**config.mk**
```make
export PLATFORM = sky130hd
export DESIGN_NAME = shift_deserializer
export DESIGN_NICKNAME = d
export VERILOG_FILES = /design/src/rtl/shift_deserializer.sv
export SDC_FILE = /design/constraint.sdc
export NUM_CORES = 1
export LEC_CHECK = 0
export ABC_AREA = 1
export ABC_CLOCK_PERIOD_IN_PS = 1400
export BUFFER_PORTS_ARGS = -buffer_cell sky130_fd_sc_hd__buf_4
export CORE_MARGIN = 2
export CORE_UTILIZATION = 30
export DETAILED_ROUTE_END_ITERATION = 10
export GPL_TIMING_DRIVEN = 0
export MAX_ROUTING_LAYER = met4
export SLEW_MARGIN = 20
export SYNTH_ARGS = -nofsm -noshare
export SYNTH_HDL_FRONTEND = slang
export SYNTH_SLANG_ARGS = --single-unit
```
**constraint.sdc**
```tcl
create_clock -name clk -period 1.4 [get_ports clk]
set_input_delay 0.35 -clock clk [delete_from_list [all_inputs] [get_ports clk]]
set_output_delay 0.35 -clock clk [all_outputs]
set_load 0.03 [all_outputs]
```
**src/rtl/shift_deserializer.sv**
```systemverilog
// Serial-in/parallel-out receiver with a valid/ready word output and a sticky overrun flag.
// Define SHIFT_DESER_PARITY_EN to append a trailing even-parity bit to every frame.
module shift_deserializer #(
    parameter int unsigned N = 5
) (
    input  logic         clk,
    input  logic         rst_n,
    input  logic         enable,
    input  logic         sync,
    input  logic         msb_first,
    input  logic         ser_in,
    input  logic         ser_valid,
    output logic [N-1:0] out_data,
    output logic         out_valid,
    input  logic         out_ready,
    output logic         busy,
    output logic         overrun,
    output logic         parity_err
);

`ifdef SHIFT_DESER_PARITY_EN
    localparam bit ParityEn = 1'b1;
`else
    localparam bit ParityEn = 1'b0;
`endif

    localparam int unsigned F  = ParityEn ? N + 1 : N;
    localparam int unsigned CW = $clog2(N + 2);

    logic [N-1:0]  shreg_q, shreg_d;
    logic [CW-1:0] bit_cnt_q, bit_cnt_d;
    logic          order_q, order_d;
    logic [N-1:0]  out_data_q, out_data_d;
    logic          out_valid_q, out_valid_d;
    logic          overrun_q, overrun_d;
    logic          parity_err_q, parity_err_d;
    logic          busy_q, busy_d;

    logic          accept;
    logic          complete;
    logic          is_parity_bit;
    logic          frame_order;
    logic [N-1:0]  frame_shreg;
    logic [CW-1:0] frame_cnt;
    logic [N-1:0]  shift_val;
    logic [N-1:0]  word;
    logic          word_perr;

    always_comb begin
        shreg_d      = shreg_q;
        bit_cnt_d    = bit_cnt_q;
        order_d      = order_q;
        out_data_d   = out_data_q;
        out_valid_d  = out_valid_q;
        overrun_d    = overrun_q;
        parity_err_d = parity_err_q;

        accept = enable & ser_valid;

        // sync discards the partial frame first, so a bit in the same cycle starts a new one
        frame_shreg = sync ? '0 : shreg_q;
        frame_cnt   = sync ? '0 : bit_cnt_q;
        frame_order = (frame_cnt == '0) ? msb_first : order_q;

        shift_val = frame_order ? {frame_shreg[N-2:0], ser_in}
                                : {ser_in, frame_shreg[N-1:1]};

        is_parity_bit = ParityEn && (frame_cnt == CW'(N));
        complete      = accept && (frame_cnt == CW'(F - 1));
        word          = is_parity_bit ? frame_shreg : shift_val;
        word_perr     = is_parity_bit ? ((^frame_shreg) ^ ser_in) : 1'b0;

        if (sync) begin
            shreg_d   = '0;
            bit_cnt_d = '0;
            overrun_d = 1'b0;
        end

        if (accept) begin
            order_d = frame_order;
            if (complete) begin
                shreg_d   = '0;
                bit_cnt_d = '0;
            end else begin
                shreg_d   = shift_val;
                bit_cnt_d = frame_cnt + CW'(1);
            end
        end

        if (complete) begin
            if (!out_valid_q || out_ready) begin
                out_data_d   = word;
                out_valid_d  = 1'b1;
                parity_err_d = word_perr;
            end else begin
                overrun_d = 1'b1;
            end
        end else if (out_valid_q && out_ready) begin
            out_valid_d = 1'b0;
        end

        busy_d = (bit_cnt_d != '0);
    end

    always_ff @(posedge clk or negedge rst_n) begin
        if (!rst_n) begin
            shreg_q      <= '0;
            bit_cnt_q    <= '0;
            order_q      <= 1'b1;
            out_data_q   <= '0;
            out_valid_q  <= 1'b0;
            overrun_q    <= 1'b0;
            parity_err_q <= 1'b0;
            busy_q       <= 1'b0;
        end else begin
            shreg_q      <= shreg_d;
            bit_cnt_q    <= bit_cnt_d;
            order_q      <= order_d;
            out_data_q   <= out_data_d;
            out_valid_q  <= out_valid_d;
            overrun_q    <= overrun_d;
            parity_err_q <= parity_err_d;
            busy_q       <= busy_d;
        end
    end

    assign out_data   = out_data_q;
    assign out_valid  = out_valid_q;
    assign busy       = busy_q;
    assign overrun    = overrun_q;
    assign parity_err = parity_err_q;

endmodule

```
---- Yosys cells after proc, flatten, opt, wreduce, memory -nomap -nowiden ----
Index checks and enable logic that the tools add are counted.
storage, ports and cells
  register bits ........................... 17
  latch bits .............................. 0
  memory bits (writable) .................. 0
  ROM bits ................................ 0
  output and inout bits ................... 9
  word-level logic and storage cells ...... 34
  memories kept ........................... 0
cells by class
  add/subtract/negate cells ............... 1
  multipliers ............................. 0
  divide/modulo/power cells ............... 0
  order comparisons ....................... 0
  equality and inequality tests ........... 2
  shift operators ......................... 0
  muxes and demuxes ....................... 14
  bitwise operators ....................... 1
  reductions and logical operators ........ 9
operator list
  operator                                                number
  two-way mux 5 bit                                       4
  two-way mux 3 bit                                       3
  two-way mux 1 bit                                       7
  AND reduction 2 bit                                     2
  adder 3 x 1 -> 3 bit (second input constant)            1
  == test 3 bit (second input constant)                   1
  zero test 3 bit                                         1
  nonzero test 3 bit                                      1
  logical AND 1 bit                                       2
  inequality test 2 x 1 -> 1 bit (second input constant)  1
  nonzero test 2 bit                                      1
  bitwise AND 1 bit                                       1
  zero test 1 bit                                         1
  logical OR 1 bit                                        1

---- Logic depth before layout (Yosys ltp) ----
  word-level depth ........................ 6
  depth in mapped cells ................... 8
  gate-level depth less buffers ........... 8

---- Least setup slack after synthesis ----
No wires, ideal clock.
  kind .................................... in2reg
  start point ............................. input port sync
  end point ............................... register out_data_q[4] (netlist: out_data[4])
  data arrival time ....................... 1.220 ns
  setup slack ............................. 0.062 ns
  stages .................................. 7
  buffers on the path ..................... 0
  cells stage by stage .................... inv_2 nand2_1 ha_1 nand3_1 nand3_1 nand3_1 nand2_1
on the way
  word-level cells in the longest chain between the ends .. 4
  elaborated cells between the ends (all ways) .. 8
  classes of those cells .................. eq/ne (1); mux (4); reduce/logical (3)
ends and longest elaborated chain
  item                                                      line    text
  start: declaration                                        9       input logic sync,
  two-way mux 3 bit                                         62      frame_cnt = sync ? '0 : bit_cnt_q;
  zero test 3 bit or == test 3 bit (tied branches)          63, 69
  two-way mux 1 bit or logical AND 1 bit (tied branches)    63, 69
  two-way mux 5 bit or AND reduction 2 bit (tied branches)  n/a
  end signal: assignment                                    119     out_data_q <= out_data_d;
  end: declaration                                          33      logic [N-1:0] out_data_q, out_data_d;
Parallel ways exist; a longest one is shown, timed or not.
A chain may end at the register's enable or synchronous reset.

---- Worst setup path in the final report ----
  start point ............................. register bit_cnt_q[0]
  end point ............................... register shreg_q[0]
on the way
  word-level cells in the longest chain between the ends .. 6
  elaborated cells between the ends (all ways) .. 8
  classes of those cells .................. eq/ne (1); mux (5); reduce/logical (2)
ends and longest elaborated chain
  item                      line  text
  start: declaration        31    logic [CW-1:0] bit_cnt_q, bit_cnt_d;
  start signal: assignment  117   bit_cnt_q <= bit_cnt_d;
  two-way mux 3 bit *       62
  zero test 3 bit           63    frame_order = (frame_cnt == '0) ? msb_first : order_q;
  two-way mux 1 bit         63
  two-way mux 5 bit         65    shift_val = frame_order ? {frame_shreg[N-2:0], ser_in}
  two-way mux 5 bit *       81    if (complete) begin
  two-way mux 5 bit *       79    if (accept) begin
  named net shreg_d[0]      30    logic [N-1:0] shreg_q, shreg_d;
  end signal: assignment    116   shreg_q <= shreg_d;
  end: declaration          30
The timed path passes the listed nets; every way through them passes the cells marked *.

==> flow_summary.yaml <==
outcome:
  outcome: "finished with violations"
  violations: "DRC"
floorplan:
  dieArea_um2: 3440
  fp-row-count: 19
  core_um2: 2810
  pin_count: 17
  initial_core_util_pct: 31.9
  chipHeight_um: 58.6
  fp.dieW_um: 58.6
routing:
  drtIter0Drc: 20
  wl_per_cell_um: 10.6
  drc: 1
  ant_nets: 0
  drt-total-wl_um: 1710
  drt_pass1_iterations: 7
  via_per_inst: 4.79
  vias: 776
synth:
  synth_cell_types: 18
  ys_warn_count: 0
  yosysSeqAreaShare_pct: 47.6
  avgSynthCellArea_um2: 8.07
  ys_ff_latch: 17
  synth_top_area_share_pct: 44.7
  synth_area_leader_cell: "dfrtp_1"
  synthTopCellsByArea: "dfrtp_1 (45%), nand3_1 (18%), nand2_1 (13%)"
  syn_nets: 121
  syn-cell-area_um2: 896
  synthCells: 111
final_layout:
  final_util_pct: 39.4
  finalNonFillerCells: 162
  layout-drive-gt1-share_pct: 27.5
  nets: 142
  areaGrowthSynthToFinish_pct: 23.3
  diodes: 0
  final_area_um2: 1100
sta:
  grt_setup_unrepaired: "yes"
  slew_violations: 0
  fin_crit_sh_pct: 92.3
  hold_viol_final: 0
  fin_crit_ns: 1.29
  fmax_mhz: 774
  finalSetupViolations: 0
  skew_ns: 0.00449
  hold-worst-slack_ns: 0.398
cts:
  clockRootBuffer: "clkbuf_4"
  cts_buffers: 3
  htreeDepth: 1
  cts_tree: "done"
  clock_latency_ns: 0.29
  clk_path_buf_depth: 2
  clk_pin_slew_ns: 0.10
  cts_sinks: 17
worst_hold_path:
  hold_path.class: "in2reg"
  holdPathStages: 4
pwr:
  pwr_density_cell_nw_per_um2: 885
  peakVddDrop_v: 0.000402
  p_leak_nw: 0.632
  finalPower_uw: 978
global_route:
  overflow: 0
  grt_pass1_wl_um: 3000
  antenna_found_initial: 0
  track_usage_pct: 11.6
  grt_max_degree: 18
  grt_pass1_vias: 708
setup_path:
  cpMaxStageDelayCell: "dfrtp_1"
  slowest_delay_ns: 0.39
  crit_buf_inv: 0
  path_max_fanout: 6
  required_ns: 1.63
  worstSetupPathType: "reg2reg"
  reg2reg_depth: 6
  crit_top_cell: "nand3_1"
  start_kind: "flip-flop"
  crit_path_cell_trace: "nand2_2 > ha_4 > nand3_1 > nand3_1 > nand3_1 > nand2_1"
  endpoint_kind: "flip-flop"
  cp.depth: 6
  critPathTopFamily: "simple AND/OR/NAND/NOR gates"
  cp.arrival_ns: 1.53
place:
  portBuffers: 15
  dp_hpwl_um: 1340
  gp_congestion: 0.811
  place_area_um2: 1050
  place_inst: 157
job:
  drv_cap: 0
[power breakdown]
group / total (mW) / leakage (nW) / internal [mW] / switching, mW
logic: 0.185 / 0.387 / 0.0679 / 0.117
registers: 0.535 / 0.228 / 0.521 / 0.0141
clock network: 0.258 / 0.0177 / 0.106 / 0.152
total: 0.978 / 0.632 / 0.695 / 0.283
[final cells by class]
class	instances	area, um2
clock buffer	3	22.5
sequential	17	427
inverter	16	62.6
multi-input combinational	76	414
tap	31	38.8
timing repair buffer	16	123
clock inverter	1	5.00
buffer	2	12.5
fill	304	1700
[cell usage after synthesis, drive strengths merged]
cell type and instances:
nand2 34, nand3 33, dfrtp 16, inv 16, o21ai 4, buf 2, ha 2, nor2 2
conb 1, dfstp 1
[sequential cells by signal, summed over array words and instances (netlist names)]
| register | count |
|---|---|
| overrun | 1 |
| bit_cnt_q | 3 |
| shreg_q | 5 |
| order_q | 1 |
| out_valid | 1 |
| busy | 1 |
| out_data | 5 |
[path summary, 6_finish.rpt]
kind	startpoint	end	slack [ns]
max	bit_cnt_q[0]$_DFF_PN0_	shreg_q[0]$_DFF_PN0_	0.11
min	out_ready	out_valid$_DFFE_PN0P_	0.40
max reg2reg	bit_cnt_q[0]$_DFF_PN0_	shreg_q[0]$_DFF_PN0_	0.11
min reg2reg	out_data[2]$_DFFE_PN0P_	out_data[2]$_DFFE_PN0P_	0.49
max in group asynchronous	rst_n	order_q$_DFFE_PN1N_	0.70
min in group asynchronous	rst_n	overrun$_DFF_PN0_	0.45
[tightest hold or removal path, cell delays in order]
cell and delay, ns:
buf_4 0.07, nor2_1 0.09, inv_1 0.08, nand2_1 0.06
[per-layer routing]
| metal | routed length (um) | global-route usage (%) | vias to the layer above |
|---|---|---|---|
| met5 | 0 | - | - |
| met4 | 32 | 4.87 | 0 |
| met3 | 68 | 1.32 | 5 |
| met2 | 797 | 18.3 | 17 |
| met1 | 813 | 15.2 | 357 |
| li1 | - | - | 397 |
[stage by stage]
| stage | TNS (ns) | setup slack, ns |
|---|---|---|
| floorplan | 0 | 0.0624 |
| global placement | -2.05 | -0.213 |
| detailed placement | -2.27 | -0.222 |
| CTS | 0 | 0.00722 |
| global route | -0.0273 | -0.0208 |
| finish | 0 | 0.108 |
[layout by cell type, fill, tap and decap left out]
master         netlist  layout
nand3_1             32      32
nor2_8               1       1
ha_4                 0       1
inv_4                1       1
nand3_4              1       1
conb_1               1       1
buf_4                1      16
clkbuf_4             0       3
o21ai_1              0       1
nand2_1             31      28
inv_1               12      12
dfstp_2              1       1
nand2_2              2       5
inv_2                3       3
nand2_4              1       1
dfrtp_1             16      16
nor2_1               1       1
clkinv_2             0       1
o21ai_0              3       2
o21ai_2              1       1
buf_2                1       1
ha_1                 2       1
dlygate4sd3_1        0       1
[timing repair]
item / 4_1_cts / 5_1_grt
gates cloned: 0 / 0
gates resized for setup: 1 / 5
endpoints found under the setup margin: 11 / 13
hold endpoints to repair: 16 / 0
hold buffers: 1 / 0
setup buffers: 0 / 0
[cells by family (layout without fill, tap and decap cells)]
group	Yosys count	in the layout	share of synthesized area (%)
flip-flops	17	17	47.6
AO/OA/AOI/OAI	4	4	2.65
buffers and inverters	18	38	8.38
AND/OR/NAND/NOR	69	69	38.1
adder cells (fa/ha/maj)	2	2	2.79
other	1	1	0.419
(Power assumes the default switching activity.)
